<file path="src/rtl/reg_pkg.sv">
// ---------------------------------------------------------------------------
// reg_pkg
//   Shared sizing for the register file with scoreboard (reg_file_sb).
//   Holds the default data/address widths and derives the register count
//   from the address width, so every file sizes its arrays the same way.
//
//   Contents:
//     DATA_W_DEF  default register/data width in bits
//     ADDR_W_DEF  default register address width in bits
//     NUM_REGS    register count for the default address width
//     numRegs()   register count for an arbitrary address width
// ---------------------------------------------------------------------------
package reg_pkg;

    localparam int DATA_W_DEF = 32;
    localparam int ADDR_W_DEF = 5;

    // Every address value names a register, including the hard-wired r0.
    function automatic int numRegs(input int addrW);
        return 1 << addrW;
    endfunction

    localparam int NUM_REGS = numRegs(ADDR_W_DEF);

endpackage : reg_pkg

</file>
<file path="src/rtl/reg_file_sb_if.sv">
// ---------------------------------------------------------------------------
// reg_file_sb_if
//   Bundles the read, writeback and issue signals of the register file.
//   The pipeline side uses the master modport; reg_file_sb uses slave.
//
//   Signals:
//     REG_address1/2     read port addresses
//     REG_data_out1/2    read port data (combinational, bypassed)
//     REG_busy1/2        addressed register has an unresolved producer
//     REG_hazard         REG_busy1 | REG_busy2
//     REG_write_1        writeback enable
//     REG_address_wr     writeback address
//     REG_data_wb_in1    writeback data
//     REG_issue          mark REG_issue_address as pending
//     REG_issue_address  destination of the issued instruction
// ---------------------------------------------------------------------------
interface reg_file_sb_if
    import reg_pkg::*;
#(
    parameter int DATA_W = DATA_W_DEF,
    parameter int ADDR_W = ADDR_W_DEF
);

    logic [ADDR_W-1:0] REG_address1;
    logic [ADDR_W-1:0] REG_address2;
    logic [DATA_W-1:0] REG_data_out1;
    logic [DATA_W-1:0] REG_data_out2;
    logic              REG_busy1;
    logic              REG_busy2;
    logic              REG_hazard;
    logic              REG_write_1;
    logic [ADDR_W-1:0] REG_address_wr;
    logic [DATA_W-1:0] REG_data_wb_in1;
    logic              REG_issue;
    logic [ADDR_W-1:0] REG_issue_address;

    modport master (
        output REG_address1,
        output REG_address2,
        input  REG_data_out1,
        input  REG_data_out2,
        input  REG_busy1,
        input  REG_busy2,
        input  REG_hazard,
        output REG_write_1,
        output REG_address_wr,
        output REG_data_wb_in1,
        output REG_issue,
        output REG_issue_address
    );

    modport slave (
        input  REG_address1,
        input  REG_address2,
        output REG_data_out1,
        output REG_data_out2,
        output REG_busy1,
        output REG_busy2,
        output REG_hazard,
        input  REG_write_1,
        input  REG_address_wr,
        input  REG_data_wb_in1,
        input  REG_issue,
        input  REG_issue_address
    );

endinterface : reg_file_sb_if

</file>
<file path="src/rtl/reg_scoreboard.sv">
// ---------------------------------------------------------------------------
// reg_scoreboard
//   One busy bit per register marking a pending, unresolved producer.
//   Issue sets the destination bit, writeback clears it; when both hit the
//   same register on one edge the new producer wins and the bit stays set.
//   The read-side busy flags are masked by a same-cycle writeback to the
//   read address, since that value is being bypassed to the reader now.
//
//   Ports:
//     clock, reset_n  clock and asynchronous active-low reset
//     wrEn_i          writeback enable
//     wrAddr_i        writeback address
//     issue_i         issue strobe
//     issueAddr_i     issued destination register
//     rdAddr1_i/2_i   read port addresses
//     busy1_o/2_o     busy flag for each read port
//     hazard_o        either read port busy
// ---------------------------------------------------------------------------
module reg_scoreboard
    import reg_pkg::*;
#(
    parameter int ADDR_W = ADDR_W_DEF
) (
    input  logic              clock,
    input  logic              reset_n,
    input  logic              wrEn_i,
    input  logic [ADDR_W-1:0] wrAddr_i,
    input  logic              issue_i,
    input  logic [ADDR_W-1:0] issueAddr_i,
    input  logic [ADDR_W-1:0] rdAddr1_i,
    input  logic [ADDR_W-1:0] rdAddr2_i,
    output logic              busy1_o,
    output logic              busy2_o,
    output logic              hazard_o
);

    localparam int NREGS = numRegs(ADDR_W);

    logic [NREGS-1:0] busy_q;
    logic [NREGS-1:0] busy_d;
    logic             wbValid;
    logic             issueValid;
    logic             hit1;
    logic             hit2;

    // r0 is never a real destination, so neither strobe may touch it.
    assign wbValid    = wrEn_i  && (wrAddr_i    != '0);
    assign issueValid = issue_i && (issueAddr_i != '0);

    assign hit1 = wbValid && (wrAddr_i == rdAddr1_i);
    assign hit2 = wbValid && (wrAddr_i == rdAddr2_i);

    // Clear first, then set: a same-register issue overrides the writeback.
    always_comb begin
        busy_d = busy_q;
        if (wbValid) begin
            busy_d[wrAddr_i] = 1'b0;
        end
        if (issueValid) begin
            busy_d[issueAddr_i] = 1'b1;
        end
        busy_d[0] = 1'b0;
    end

    always_ff @(posedge clock or negedge reset_n) begin
        if (!reset_n) begin
            busy_q <= '0;
        end else begin
            busy_q <= busy_d;
        end
    end

    // busy_q[0] is held at zero, so address 0 never reports busy.
    assign busy1_o  = busy_q[rdAddr1_i] && !hit1;
    assign busy2_o  = busy_q[rdAddr2_i] && !hit2;
    assign hazard_o = busy1_o || busy2_o;

endmodule : reg_scoreboard

</file>
<file path="src/rtl/reg_file_sb.sv">
// ---------------------------------------------------------------------------
// reg_file_sb
//   Two-read, one-write register file with a writeback bypass and a
//   per-register busy scoreboard. r0 is hard-wired to zero. Reads are
//   combinational; a writeback to the addressed register is forwarded to
//   the read port in the same cycle.
//
//   Ports:
//     clock    single clock, all state updates on the rising edge
//     reset_n  asynchronous active-low reset, clears data and busy bits
//     bus      reg_file_sb_if.slave (read ports, writeback, issue, busy)
// ---------------------------------------------------------------------------
module reg_file_sb
    import reg_pkg::*;
#(
    parameter int DATA_W = DATA_W_DEF,
    parameter int ADDR_W = ADDR_W_DEF
) (
    input  logic         clock,
    input  logic         reset_n,
    reg_file_sb_if.slave bus
);

    localparam int NREGS = numRegs(ADDR_W);

    logic [DATA_W-1:0] regs_q [NREGS];
    logic              wbValid;
    logic              bypass1;
    logic              bypass2;

    assign wbValid = bus.REG_write_1 && (bus.REG_address_wr != '0);
    assign bypass1 = wbValid && (bus.REG_address_wr == bus.REG_address1);
    assign bypass2 = wbValid && (bus.REG_address_wr == bus.REG_address2);

    // Storage. regs_q[0] is only ever reset, which keeps r0 at zero without
    // a separate read-side mux.
    always_ff @(posedge clock or negedge reset_n) begin
        if (!reset_n) begin
            for (int i = 0; i < NREGS; i++) begin
                regs_q[i] <= '0;
            end
        end else if (wbValid) begin
            regs_q[bus.REG_address_wr] <= bus.REG_data_wb_in1;
        end
    end

    // Read ports with writeback forwarding. Forwarding is purely
    // combinational, so it still applies while reset is held.
    assign bus.REG_data_out1 = bypass1 ? bus.REG_data_wb_in1 : regs_q[bus.REG_address1];
    assign bus.REG_data_out2 = bypass2 ? bus.REG_data_wb_in1 : regs_q[bus.REG_address2];

    reg_scoreboard #(
        .ADDR_W (ADDR_W)
    ) u_scoreboard (
        .clock       (clock),
        .reset_n     (reset_n),
        .wrEn_i      (bus.REG_write_1),
        .wrAddr_i    (bus.REG_address_wr),
        .issue_i     (bus.REG_issue),
        .issueAddr_i (bus.REG_issue_address),
        .rdAddr1_i   (bus.REG_address1),
        .rdAddr2_i   (bus.REG_address2),
        .busy1_o     (bus.REG_busy1),
        .busy2_o     (bus.REG_busy2),
        .hazard_o    (bus.REG_hazard)
    );

endmodule : reg_file_sb

</file>
<file path="src/flat_wrapper.sv">
// flat-port wrapper written by rule: the top's interface ports become plain ports
module reg_file_sb_flat import reg_pkg::*;
#(
    parameter int DATA_W = DATA_W_DEF,
    parameter int ADDR_W = ADDR_W_DEF
)
  (clock, reset_n, bus_REG_address1, bus_REG_address2, bus_REG_data_out1, bus_REG_data_out2, bus_REG_busy1, bus_REG_busy2, bus_REG_hazard, bus_REG_write_1, bus_REG_address_wr, bus_REG_data_wb_in1, bus_REG_issue, bus_REG_issue_address);
  reg_file_sb_if #(.DATA_W(DATA_W), .ADDR_W(ADDR_W)) bus_i ();
  input  logic clock;
  input  logic reset_n;
  input wire logic [$bits(bus_i.REG_address1)-1:0] bus_REG_address1;
  input wire logic [$bits(bus_i.REG_address2)-1:0] bus_REG_address2;
  output wire logic [$bits(bus_i.REG_data_out1)-1:0] bus_REG_data_out1;
  output wire logic [$bits(bus_i.REG_data_out2)-1:0] bus_REG_data_out2;
  output wire logic [$bits(bus_i.REG_busy1)-1:0] bus_REG_busy1;
  output wire logic [$bits(bus_i.REG_busy2)-1:0] bus_REG_busy2;
  output wire logic [$bits(bus_i.REG_hazard)-1:0] bus_REG_hazard;
  input wire logic [$bits(bus_i.REG_write_1)-1:0] bus_REG_write_1;
  input wire logic [$bits(bus_i.REG_address_wr)-1:0] bus_REG_address_wr;
  input wire logic [$bits(bus_i.REG_data_wb_in1)-1:0] bus_REG_data_wb_in1;
  input wire logic [$bits(bus_i.REG_issue)-1:0] bus_REG_issue;
  input wire logic [$bits(bus_i.REG_issue_address)-1:0] bus_REG_issue_address;
  assign bus_i.REG_address1 = bus_REG_address1;
  assign bus_i.REG_address2 = bus_REG_address2;
  assign bus_REG_data_out1 = bus_i.REG_data_out1;
  assign bus_REG_data_out2 = bus_i.REG_data_out2;
  assign bus_REG_busy1 = bus_i.REG_busy1;
  assign bus_REG_busy2 = bus_i.REG_busy2;
  assign bus_REG_hazard = bus_i.REG_hazard;
  assign bus_i.REG_write_1 = bus_REG_write_1;
  assign bus_i.REG_address_wr = bus_REG_address_wr;
  assign bus_i.REG_data_wb_in1 = bus_REG_data_wb_in1;
  assign bus_i.REG_issue = bus_REG_issue;
  assign bus_i.REG_issue_address = bus_REG_issue_address;
  reg_file_sb #(.DATA_W(DATA_W), .ADDR_W(ADDR_W)) u_core (.clock(clock), .reset_n(reset_n), .bus(bus_i));
endmodule
</file>
<file path="config.mk">
export PLATFORM = sky130hd
export DESIGN_NAME = reg_file_sb_flat
export DESIGN_NICKNAME = d
export VERILOG_FILES = /design/src/rtl/reg_pkg.sv /design/src/rtl/reg_file_sb_if.sv /design/src/rtl/reg_scoreboard.sv /design/src/rtl/reg_file_sb.sv /design/src/flat_wrapper.sv
export SDC_FILE = /design/constraint.sdc
export NUM_CORES = 2
export LEC_CHECK = 0
export ABC_AREA = 1
export BUFFER_PORTS_ARGS = -buffer_cell sky130_fd_sc_hd__buf_4
export CORE_MARGIN = 10
export CORE_UTILIZATION = 35
export DETAILED_ROUTE_END_ITERATION = 8
export PLACE_DENSITY = 0.5
export SLEW_MARGIN = 5
export SYNTH_ARGS = -nofsm -noshare
export SYNTH_HDL_FRONTEND = slang
export SYNTH_SLANG_ARGS = --single-unit
export TNS_END_PERCENT = 30
</file>
<file path="constraint.sdc">
create_clock -name clock -period 2 [get_ports clock]
set_input_delay 0.1 -clock clock [delete_from_list [all_inputs] [get_ports clock]]
set_output_delay 0.1 -clock clock [all_outputs]
set_load 0.03 [all_outputs]
</file>
==> results.toml <==
[yosys]
synth_edf_count = 0
async_reset_ff_share_pct = 100.0
synth_warnings = 0
synth_most_common_cell = "nand2_1"
yosys.area.top_type_share_pct = 44.93
synth_top_cells_by_area = "dfrtp_1, nand2_1, nand3_1"
yosys_register_bits = 1055
ys_types = 27
ys.flop_type = "dfrtp_1"
mappedNetlistNets = 8687
ys_top_cells_by_count = "nand2_1, nand3_1, dfrtp_1, nor2_1, a21oi_1"
seq_area_frac_synth_pct = 44.93
netlist_area_um2 = 58760
synth_area_per_cell_um2 = 6.808
yosysTopAreaCell = "dfrtp_1"
synth_cells = 8631

[floorplan]
fp.dieH_um = 429.7
start_util_pct = 35.18
coreArea_um2 = 167000
fp.dieW_um = 429.7
dieArea_um2 = 184700
fp-row-count = 150
io_pins = 123

[drt]
drc_errors = 0
dr.pass1.iters = 6
vias = 60510
wl_um = 257300
wl_per_cell_um = 23.66
drt_iter0_markers = 7151
ant_nets = 0
via_per_inst = 5.565

[pwr]
p_sw_share_pct = 33.49
p_seq_share_pct = 42.6
p_per_area_nw_per_um2 = 964.6
leakagePower_nw = 33.26
ir_drop_mv = 0.8844
p_int_mw = 46.01
clkPwrFrac_pct = 34.4
power_frac_comb_pct = 22.9
power_switching_mw = 23.17

[critical_path]
worstPathRequired_ns = 1.90
crit_buf_inv = 2
slowest_stage = "dfrtp_1"
rr_endpoint = "u_core.u_scoreboard.busy_q[1]"
crit_type = "reg -> out"
rrSetupSlack_ns = 0.74
cp_cell_sequence = "nand2_1 > nand3_1 > nand3_1 > nand2_1 > nand2_1 > nand3_2 > nand3_2 > buf_6 > nand2_4 > buf_6"
reg2reg_from = "u_core.u_scoreboard.busy_q[1]"
cp_common_cell = "nand2_1"
critPathArrivalTime_ns = 2.12
cp-start-kind = "flop"
worstSetupStartpoint = "u_core.regs_q[789]"
cpLargestDelayFamily = "simple AND/OR/NAND/NOR gates"
r2r_cells = 3
cp_max_fo = 3
cp.depth = 10
worstSetupEndpointType = "output port"
slowest_delay_ns = 0.40
crit_end = "bus_REG_data_out2[21]"

[job]
drv_cap = 0

[status]
outcome = "finished, violations left"
violations = "negative setup slack"

[layout]
finalNetCount = 8627
fin_util_pct = 42.94
seqCellArea_um2 = 26400
multi_input_area_um2 = 30360
area_growth_pct = 22.06
drive_gt1_share_pct = 12.89
fillCellCount = 17111

[sta]
period_needed_ns = 2.220
setup_viol = 67
slew_viol_final = 0
post-route-period-util_pct = 111.0
setup_slack_ns = -0.2198
max_freq_mhz = 450.5
worst_pin_slew_ns = 1.045
hold_viol_final = 0
rsz0062_at_grt = "yes"
fin_worst_skew_ns = 0
max_slew_margin_pct = 30.10

[clock_network]
htreeDepth = 4
cts.sinks = 1055
clkLatencyLatePin_ns = 0.78
numCtsBuffers = 132
cts.path.max_buffers = 3
cts_tree = "done"
clkTransAtPathRegs_ns = 0.06
clockRootBuffer = "clkbuf_16"

[global_routing]
grt_max_degree = 127
globalRouteOverflowTotal = 0
track_usage_pct = 27.00
grt_pass1_vias = 57821
grt_pass1_wl_um = 384500
antenna_found_initial = 1

[place]
place_ws_ns = -0.1696
dp_hpwl_um = 151400
port_buffers = 122
gp_congestion = 0.8614

[hold_path]
hold_path.class = "in -> async"
## tightest hold or removal path: stages
cell           delay, ns
dlygate4sd3_1       0.56
buf_8               0.26
buf_12              0.25
## cell families after synthesis
group           Yosys count  synth area share [%]
flops                  1055                 44.93
compound gates         1043                 8.915
xor+xnor                  4               0.05961
buf+inv                 906                 6.173
simple gates           5623                 39.92
## state kept, by name (all words and copies together) (netlist names)
name                        count
u_core.regs_q                1024
u_core.u_scoreboard.busy_q     31
## worst min-delay path by stage
stage,start,to,slack [ns]
after floorplan,reset_n,u_core.regs_q[0],-0.20
final,reset_n,u_core.regs_q[5],0.07
after global placement,reset_n,u_core.regs_q[929],0.04
after global routing,reset_n,u_core.regs_q[5],0.06
after detailed placement,reset_n,u_core.regs_q[770],0.04
after CTS,reset_n,u_core.regs_q[5],0.02
## cell type report
class	count	share of cell area (%)
antenna	1	0.003489
clock buffer	195	5.544
clock inverter	36	0.3855
inverter	111	0.6577
multi-input combinational	6670	42.32
sequential	1055	36.81
tap	2204	3.845
timing repair buffer	601	10.43
## power by group through the flow
| stage | sequential [mW] | clock, mW | combinational (mW) |
|---|---|---|---|
| final | 29.5 | 23.8 | 15.9 |
| after detailed placement | 29.7 | 0 | 14.9 |
| after CTS | 29.4 | 24.3 | 15.4 |
| after global routing | 30.1 | 25.2 | 17.9 |
| after global placement | 29.6 | 0 | 14.6 |
| after floorplan | 28.8 | 0 | 10.3 |
## placed cells by master, fill, tap and decap left out, drive strengths merged
cell	n
a21oi	560
buf	544
clkbuf	197
clkinv	31
clkinvlp	4
dfrtp	1055
diode	1
dlygate4sd3	52
dlymetal6s4s	3
inv	112
nand2	3228
nand3	1795
nand4	5
nor2	589
nor3	6
o211ai	2
o21ai	475
o22ai	3
o31ai	1
o32ai	2
xor2	4
## metal layers
metal	GRT usage (%)	vias to the layer above	part of all wire (%)
li1	-	28054	-
met1	35.32	29187	42
met2	43.48	2698	45
met3	4.586	571	7.7
met4	12.44	0	5.0
met5	0	-	0
## stage by stage
stage / total power, mW / area (µm²) / setup TNS (ns) / hold WS (ns) / instances
finish: 69.18 / 71720 / -8.111 / 0.06759 / 10873
global route: 73.18 / 71720 / -15.17 / 0.05763 / 10873
CTS: 69.04 / 70750 / -11.68 / 0.01983 / 10843
detailed placement: 44.59 / 64980 / -3.848 / 0.03794 / 10551
global placement: 44.23 / 64980 / -2.555 / 0.04113 / 10551
floorplan: 39.02 / 58760 / 0 / -0.1956 / 8631
## timing repair
item,CTS,global route
hold endpoints to repair,2064,0
cloned,0,0
endpoints found under the setup margin,67,72
buffers inserted,6,30
pin swaps,117,146
hold buffers,55,0
gates resized for setup,209,182
(Power assumes the default switching activity.)
